**config.mk**
```make
export PLATFORM = sky130hd
export DESIGN_NAME = sub_serial_seq
export DESIGN_NICKNAME = d
export VERILOG_FILES = /design/src/rtl/sub_serial_seq_pkg.sv /design/src/rtl/sub_serial_seq_sub4.sv /design/src/rtl/sub_serial_seq.sv
export SDC_FILE = /design/constraint.sdc
export NUM_CORES = 1
export LEC_CHECK = 0
export BUFFER_PORTS_ARGS = -buffer_cell sky130_fd_sc_hd__buf_2
export CORE_AREA = 2 2 79 81
export DETAILED_ROUTE_END_ITERATION = 16
export DIE_AREA = 0 0 81 83
export MAX_ROUTING_LAYER = met4
export PLACE_DENSITY_LB_ADDON = 0.2
export REMOVE_ABC_BUFFERS = 1
export SLEW_MARGIN = 40
export SYNTH_ARGS = -nofsm -noshare
export SYNTH_HDL_FRONTEND = slang
export SYNTH_SLANG_ARGS = --single-unit
```
**constraint.sdc**
```tcl
create_clock -name clk -period 3.44 [get_ports clk]
set_input_delay 0.172 -clock clk [delete_from_list [all_inputs] [get_ports clk]]
set_output_delay 0.172 -clock clk [all_outputs]
set_load 0.005 [all_outputs]
```
**src/rtl/sub_serial_seq_pkg.sv**
```systemverilog
// sub_serial_seq_pkg: shared state encoding, slice width and counter sizing
package sub_serial_seq_pkg;

    localparam int NIBBLE_W = 4;

    typedef enum logic [1:0] {
        IDLE = 2'd0,
        RUN  = 2'd1,
        DONE = 2'd2
    } state_t;

    // Counter width for n slices; at least one bit even when n == 1.
    function automatic int cnt_w(input int n);
        return (n > 1) ? $clog2(n) : 1;
    endfunction

endpackage

```
**src/rtl/sub_serial_seq_sub4.sv**
```systemverilog
// sub_serial_seq_sub4: 1-bit full subtractor and the 4-bit ripple subtract slice built from it
//   full_sub: a, b, bi -> d = a - b - bi (bit), bo = borrow out
//   sub4:     a[3:0], b[3:0], ci (borrow in) -> d[3:0], co (borrow out)
module full_sub (
    input  logic a,
    input  logic b,
    input  logic bi,
    output logic d,
    output logic bo
);
    assign d  = a ^ b ^ bi;
    assign bo = (~a & b) | (~(a ^ b) & bi);
endmodule

module sub4
    import sub_serial_seq_pkg::*;
(
    input  logic [NIBBLE_W-1:0] a,
    input  logic [NIBBLE_W-1:0] b,
    input  logic                ci,
    output logic [NIBBLE_W-1:0] d,
    output logic                co
);
    logic [NIBBLE_W:0] c;

    assign c[0] = ci;
    assign co   = c[NIBBLE_W];

    for (genvar i = 0; i < NIBBLE_W; i++) begin : g_bit
        full_sub u_fs (
            .a  (a[i]),
            .b  (b[i]),
            .bi (c[i]),
            .d  (d[i]),
            .bo (c[i+1])
        );
    end
endmodule

```
**src/rtl/sub_serial_seq.sv**
```systemverilog
// sub_serial_seq: W-bit a - b - bin computed one nibble per clock through a single sub4 slice
//   clk, rst_n (async, active-low)
//   start, a[W-1:0], b[W-1:0], bin : request and operands, captured when not busy
//   busy : RUN in progress; done : one-cycle result-valid pulse
//   diff[W-1:0], bout, ovf : registered result, held until the next completion
module sub_serial_seq
    import sub_serial_seq_pkg::*;
#(
    parameter int NIBBLES = 4
) (
    input  logic                     clk,
    input  logic                     rst_n,
    input  logic                     start,
    input  logic [NIBBLE_W*NIBBLES-1:0] a,
    input  logic [NIBBLE_W*NIBBLES-1:0] b,
    input  logic                     bin,
    output logic                     busy,
    output logic                     done,
    output logic [NIBBLE_W*NIBBLES-1:0] diff,
    output logic                     bout,
    output logic                     ovf
);
    localparam int W  = NIBBLE_W * NIBBLES;
    localparam int CW = cnt_w(NIBBLES);

    state_t            state_q, state_d;
    logic [CW-1:0]     cnt_q, cnt_d;
    logic [W-1:0]      a_q, a_d, b_q, b_d, res_q, res_d, diff_q, diff_d;
    logic              brw_q, brw_d, am_q, am_d, bm_q, bm_d, bout_q, bout_d, ovf_q, ovf_d;
    logic [NIBBLE_W-1:0] sub_d;
    logic              sub_co;
    logic [W+NIBBLE_W-1:0] res_cat;

    sub4 u_sub4 (
        .a  (a_q[NIBBLE_W-1:0]),
        .b  (b_q[NIBBLE_W-1:0]),
        .ci (brw_q),
        .d  (sub_d),
        .co (sub_co)
    );

    // New nibble enters at the top; after NIBBLES shifts the result is aligned.
    assign res_cat = {sub_d, res_q};

    always_comb begin
        state_d = state_q;
        cnt_d   = cnt_q;
        a_d     = a_q;
        b_d     = b_q;
        res_d   = res_q;
        brw_d   = brw_q;
        am_d    = am_q;
        bm_d    = bm_q;
        diff_d  = diff_q;
        bout_d  = bout_q;
        ovf_d   = ovf_q;
        case (state_q)
            IDLE, DONE: begin
                if (start) begin
                    state_d = RUN;
                    cnt_d   = '0;
                    a_d     = a;
                    b_d     = b;
                    res_d   = '0;
                    brw_d   = bin;
                    am_d    = a[W-1];
                    bm_d    = b[W-1];
                end else begin
                    state_d = IDLE;
                end
            end
            RUN: begin
                res_d = res_cat[W+NIBBLE_W-1:NIBBLE_W];
                a_d   = a_q >> NIBBLE_W;
                b_d   = b_q >> NIBBLE_W;
                brw_d = sub_co;
                cnt_d = cnt_q + 1'b1;
                if (cnt_q == CW'(NIBBLES - 1)) begin
                    state_d = DONE;
                    diff_d  = res_cat[W+NIBBLE_W-1:NIBBLE_W];
                    bout_d  = sub_co;
                    // Overflow only possible when operand signs differ.
                    ovf_d   = (am_q != bm_q) && (res_cat[W+NIBBLE_W-1] != am_q);
                end
            end
            default: state_d = IDLE;
        endcase
    end

    always_ff @(posedge clk or negedge rst_n) begin
        if (!rst_n) begin
            state_q <= IDLE;
            cnt_q   <= '0;
            a_q     <= '0;
            b_q     <= '0;
            res_q   <= '0;
            brw_q   <= 1'b0;
            am_q    <= 1'b0;
            bm_q    <= 1'b0;
            diff_q  <= '0;
            bout_q  <= 1'b0;
            ovf_q   <= 1'b0;
        end else begin
            state_q <= state_d;
            cnt_q   <= cnt_d;
            a_q     <= a_d;
            b_q     <= b_d;
            res_q   <= res_d;
            brw_q   <= brw_d;
            am_q    <= am_d;
            bm_q    <= bm_d;
            diff_q  <= diff_d;
            bout_q  <= bout_d;
            ovf_q   <= ovf_d;
        end
    end

    assign busy = (state_q == RUN);
    assign done = (state_q == DONE);
    assign diff = diff_q;
    assign bout = bout_q;
    assign ovf  = ovf_q;

endmodule

```
## Word-level counts from Yosys, hierarchy flattened

Index checks and enable logic that the tools add are counted.
W data, S select, Z words.

- Flip-flop bits (word level): 73
- Bits of input ports: 36
- Output and inout port bits: 20
- Word-level logic and storage cells: 67

- Add/subtract/negate cells: 1
- Eq/ne operators: 7
- Muxes and demuxes: 13
- Bitwise logic cells: 28
- Reductions and logical operators: 7

Operators with widths:

| operator | number |
|---|---|
| $pmux W16 S2 | 3 |
| $mux W16 | 3 |
| $and A1 B1 Y1 | 8 |
| $not A1 Y1 | 8 |
| $pmux W2 S2 | 2 |
| $xor A1 B1 Y1 | 8 |
| $reduce_and A2 Y1 | 3 |
| $eq A2 B2 Y1 const B | 2 |
| $mux W2 | 2 |
| $or A1 B1 Y1 | 4 |
| $add A2 B1 Y2 const B | 1 |
| $eq A2 B1 Y1 const B | 1 |
| $logic_not A2 Y1 | 1 |
| $mux W1 | 2 |
| $ne A1 B1 Y1 | 2 |
| $ne A2 B1 Y1 const B | 1 |
| $ne A2 B2 Y1 const B | 1 |
| $pmux W1 S2 | 1 |
| $reduce_bool A2 Y1 | 1 |
| $reduce_or A2 Y1 | 1 |
| $logic_and A1 B1 Y1 | 1 |

## Depth between registers and ports, before layout

- Depth after elaboration: 11
- Depth in mapped cells: 10
- Mapped depth without buffers: 10

## Modules after synthesis

From an unflattened synthesis, not the netlist that was laid out.

- Cell total of the unflattened synthesis: 264
- Area, all modules: 2917.8 µm²

Modules (own cells, without submodules):

| module | times used | cells an instance | area an instance (µm²) | seq. area each (µm²) |
|---|---|---|---|---|
| sub_serial_seq | 1 | 248 | 2792.7 | 1726.7 |
| full_sub | 4 | 4 | 31.3 | 0.0 |

## Worst setup path before layout

OpenSTA, ideal clock, no wires.

- Kind: register to register
- From: register brw_q
- To: register ovf_q (netlist: ovf)
- Library setup time: 0.083 ns
- Data arrival time: 2.403 ns
- Required time: 3.357 ns
- Slack: 0.954 ns
- Stages on the path, launching flop included: 10
- Path buffers: 0
- Period minus slack after synthesis: 2.486 ns
- Cell sequence: dfrtp_1 > fa_1 > inv_1 > fa_1 > inv_1 > fa_1 > fa_1 > nor3b_1 > a21oi_1 > o21ai_0

- Cells in the longest elaborated chain, start to end: 9

Ends and longest elaborated chain:

| element | line | RTL |
|---|---|---|
| start: declaration | sub_serial_seq.sv:29 | `logic brw_q, brw_d, am_q, am_d, bm_q, bm_d, bout_q, bout_d, ovf_q, ovf_d;` |
| start signal: assignment | sub_serial_seq.sv:109 | `brw_q <= brw_d;` |
| $and A1 B1 Y1 | sub_serial_seq_sub4.sv:12 | `assign bo = (~a & b) \| (~(a ^ b) & bi);` |
| $or A1 B1 Y1 | sub_serial_seq_sub4.sv:12 |  |
| $and A1 B1 Y1 | sub_serial_seq_sub4.sv:12 |  |
| $or A1 B1 Y1 | sub_serial_seq_sub4.sv:12 |  |
| $and A1 B1 Y1 | sub_serial_seq_sub4.sv:12 |  |
| $or A1 B1 Y1 | sub_serial_seq_sub4.sv:12 |  |
| $xor A1 B1 Y1 | sub_serial_seq_sub4.sv:11 | `assign d = a ^ b ^ bi;` |
| $ne A1 B1 Y1 | sub_serial_seq.sv:83 | `ovf_d = (am_q != bm_q) && (res_cat[W+NIBBLE_W-1] != am_q);` |
| $logic_and A1 B1 Y1 | sub_serial_seq.sv:83 |  |
| end signal: assignment | sub_serial_seq.sv:114 | `ovf_q <= ovf_d;` |
| end: declaration | sub_serial_seq.sv:29 |  |

No other way between the ends.
A chain may end at the register's enable or synchronous reset.

## Final worst setup path

Ends and elaborated chain as after synthesis.

==> impl_results.md <==
* Outcome: finished, final reports clean
* Post-route minimum period at 2620 ps
* Clock Latency Late Sink at 340 ps
* Worst path cell trace: fa_1 -> inv_1 -> fa_1 -> inv_1 -> fa_1 -> fa_1 -> nor3b_1 -> a21oi_1 -> o21ai_0
* Wire per inst at 14.1 um
* Mapped Cells at 261
* Hold Path Class: in -> reg
* Pre-Repair DR Iteration Count at 4
* Antenna-violating nets left at 0
* CTS Root Cell: clkbuf_8
* First-pass GRT wire length at 9.49 mm
* Final worst-path cycle share at 76.1%
* Number of synthesized register bits at 69
* Layout cells sized above 1 at 28.7%
* CP startpoint: brw_q
* Number of antenna diodes at 0
* Most used DFF post-synth: dfrtp_1
* Fin nets at 355
* Crit path required time at 3690 ps
* Slew HR at 51.1%
* CP max stage delay at 550 ps
* I/O Pins at 56
* FFs w/ async S/R, synth at 100%
* Vias in the first global route at 2093
* Syn. warnings at 0
* CTS tree: yes
* H-tree Lvls at 3
* Most common cell in the netlist: dfrtp_1
* Critical Path End Type: register
* Setup Skew at 6.60 ps
* Core area at 5820 um^2
* Synth area leader: dfrtp_1
* R2R Path Start: brw_q
* Dominant cells by area after synthesis: dfrtp_1 60%, nand2_1 7.8%, a22o_1 5.5%
* Post-Syn Area at 2870 um^2
* WS Path Type: reg -> reg
* Final setup TNS at 0 ps
* Clock-pin slew on the worst setup and hold paths at 70 ps
* Global placer's final weighted congestion at 0.741
* IO buf count at 55
* Die area at 6720 um^2
* Clk sinks at 69
* RSZ-0062 raised after global routing: false
* Slew Viols, Final at 0
* CTS Buf Count at 9
* DRC viols at 0
* Number of flops mapped to enable cells by yosys at 0
* Hold_sp: a[15]
* Synth top area share at 60.1%
* Initial core utilization at 49.4%
* Register area share after synthesis at 60.1%
* Grt total ovfl at 0
* Worst vdd ir at 0.381 mV
* Antenna violations before repair at 0
* MaxCap Viol Count at 0
* Cell variety after synth at 21
* WP buf/inv at 2
* Placement Rows at 28
* Via-per-instance ratio at 5.24
* Tot GR Track Use at 19.1%
* CTS Buffer Depth at 2
* Core Util, Final at 57.6%
* DP Wirelength at 3.59 mm
* # setup viols final at 0
* CP Launch Type: register
* Area delta synth->final at 16.6%
* Synth top cells by count: 69 x dfrtp_1, 60 x nand2_1, 25 x a31oi_1, 25 x nor2_1, 18 x a22o_1
* Syn avg cell area at 11.0 um^2
* Via count at 2054
* CP arrival at 2870 ps
* Slew @ Worst Pin at 734 ps
* Most used cell, CP: fa_1
* Crit-path max FO at 4
* Pin count of the biggest net entering global routing at 57
* PwrDens at 984 nW/um^2
* Top delay family on crit path: adder cells
* Setup Fix Bufs, Post-CTS at 0
* LEAKAGE at 1.66 nW
* Final Hold Violating Endpoints at 0
* CP max stage cell: fa_1
* Die height at 83 um
* FMAX at 382 MHz
* Initial drt markers at 120
* Die W at 81 um
* Final WL at 5.52 mm
* Reg2reg setup slack at 820 ps
==> sequential cells by signal (all words and copies together), names as in the netlist <==
name     count
ovf          1
brw_q        1
state_q      2
diff        16
a_q         16
bout         1
cnt_q        2
am_q         1
b_q         16
bm_q         1
res_q       12
==> timing repair <==
item / 4_1_cts / 5_1_grt
resized for setup: 0 / 0
endpoints found under the hold margin: 32 / 0
hold buffers: 1 / 0
==> final timing paths <==
| path | end | cells past startpoint |
|---|---|---|
| worst max-delay path | ovf | 9 |
| worst min-delay path | am_q | 3 |
| worst max register to register | ovf | 9 |
| worst min register to register | ovf | 2 |
| max in group asynchronous | a_q[9] | 3 |
| min in group asynchronous | diff[4] | 2 |
==> report_power, final <==
group          total, mW  leakage (nW)  internal (mW)  switching [mW]
registers           1.43         0.849           1.21           0.229
clock network      0.569        0.0881          0.291           0.278
logic               1.29         0.724          0.584           0.709
==> tightest hold or removal path, stage by stage <==
cell     delay, ps
buf_2           90
nand2_1         40
nand2_1         40
==> layer usage <==
layer,vias up,GRT usage (%),part of all wire [%]
met5,-,-,0
met4,0,6.93,1.5
met3,7,5.54,4.6
met2,58,29.2,44
met1,999,24.0,50
li1,990,-,-
==> final cells by class <==
cell class | count | area [um^2]
inverter | 8 | 30.0
tap | 75 | 93.8
sequential | 69 | 1730
clock buffer | 12 | 155
multi-input combinational | 166 | 1020
clock inverter | 2 | 10.0
fill | 527 | 2470
timing repair buffer | 60 | 315
==> layout by cell type (no fill, tap or decap) <==
cell type / n
clkbuf_8: 11
nand3b_2: 1
nor2_4: 1
inv_1: 8
dfrtp_1: 69
a21oi_1: 1
nor2_1: 25
o2bb2ai_1: 3
mux2_2: 14
buf_4: 4
nand2b_2: 2
o21ai_0: 6
nor3b_1: 1
clkbuf_1: 1
a22o_1: 18
a31oi_1: 25
nand2_1: 60
dlygate4sd3_1: 1
nor2b_1: 2
nand3_1: 1
clkinv_2: 2
buf_2: 55
nor2b_2: 1
fa_1: 4
ha_1: 1
==> stage by stage <==
step / setup slack (ps) / instance area (um^2) / power, mW / cells / hold WS, ps
after floorplan: 782 / 2760 / 2.31 / 243 / -124
after global placement: 879 / 3170 / 2.68 / 377 / 277
after detailed placement: 812 / 3170 / 2.76 / 377 / 281
after CTS: 795 / 3350 / 3.33 / 392 / 36.3
after global routing: 672 / 3350 / 3.59 / 392 / 30.8
final: 823 / 3350 / 3.30 / 392 / 43.9
==> kinds of logic (layout without fill, tap and decap cells) <==
logic type,count (synthesis),in the layout,synth area share [%]
AO/OA/AOI/OAI,53,53,13.1
adder cells (fa/ha/maj),5,5,3.22
buffers and inverters,26,82,4.84
flip-flops,69,69,60.1
multiplexers,14,14,5.49
AND/OR/NAND/NOR,94,94,13.2
Power figures use the tool's default switching activity.
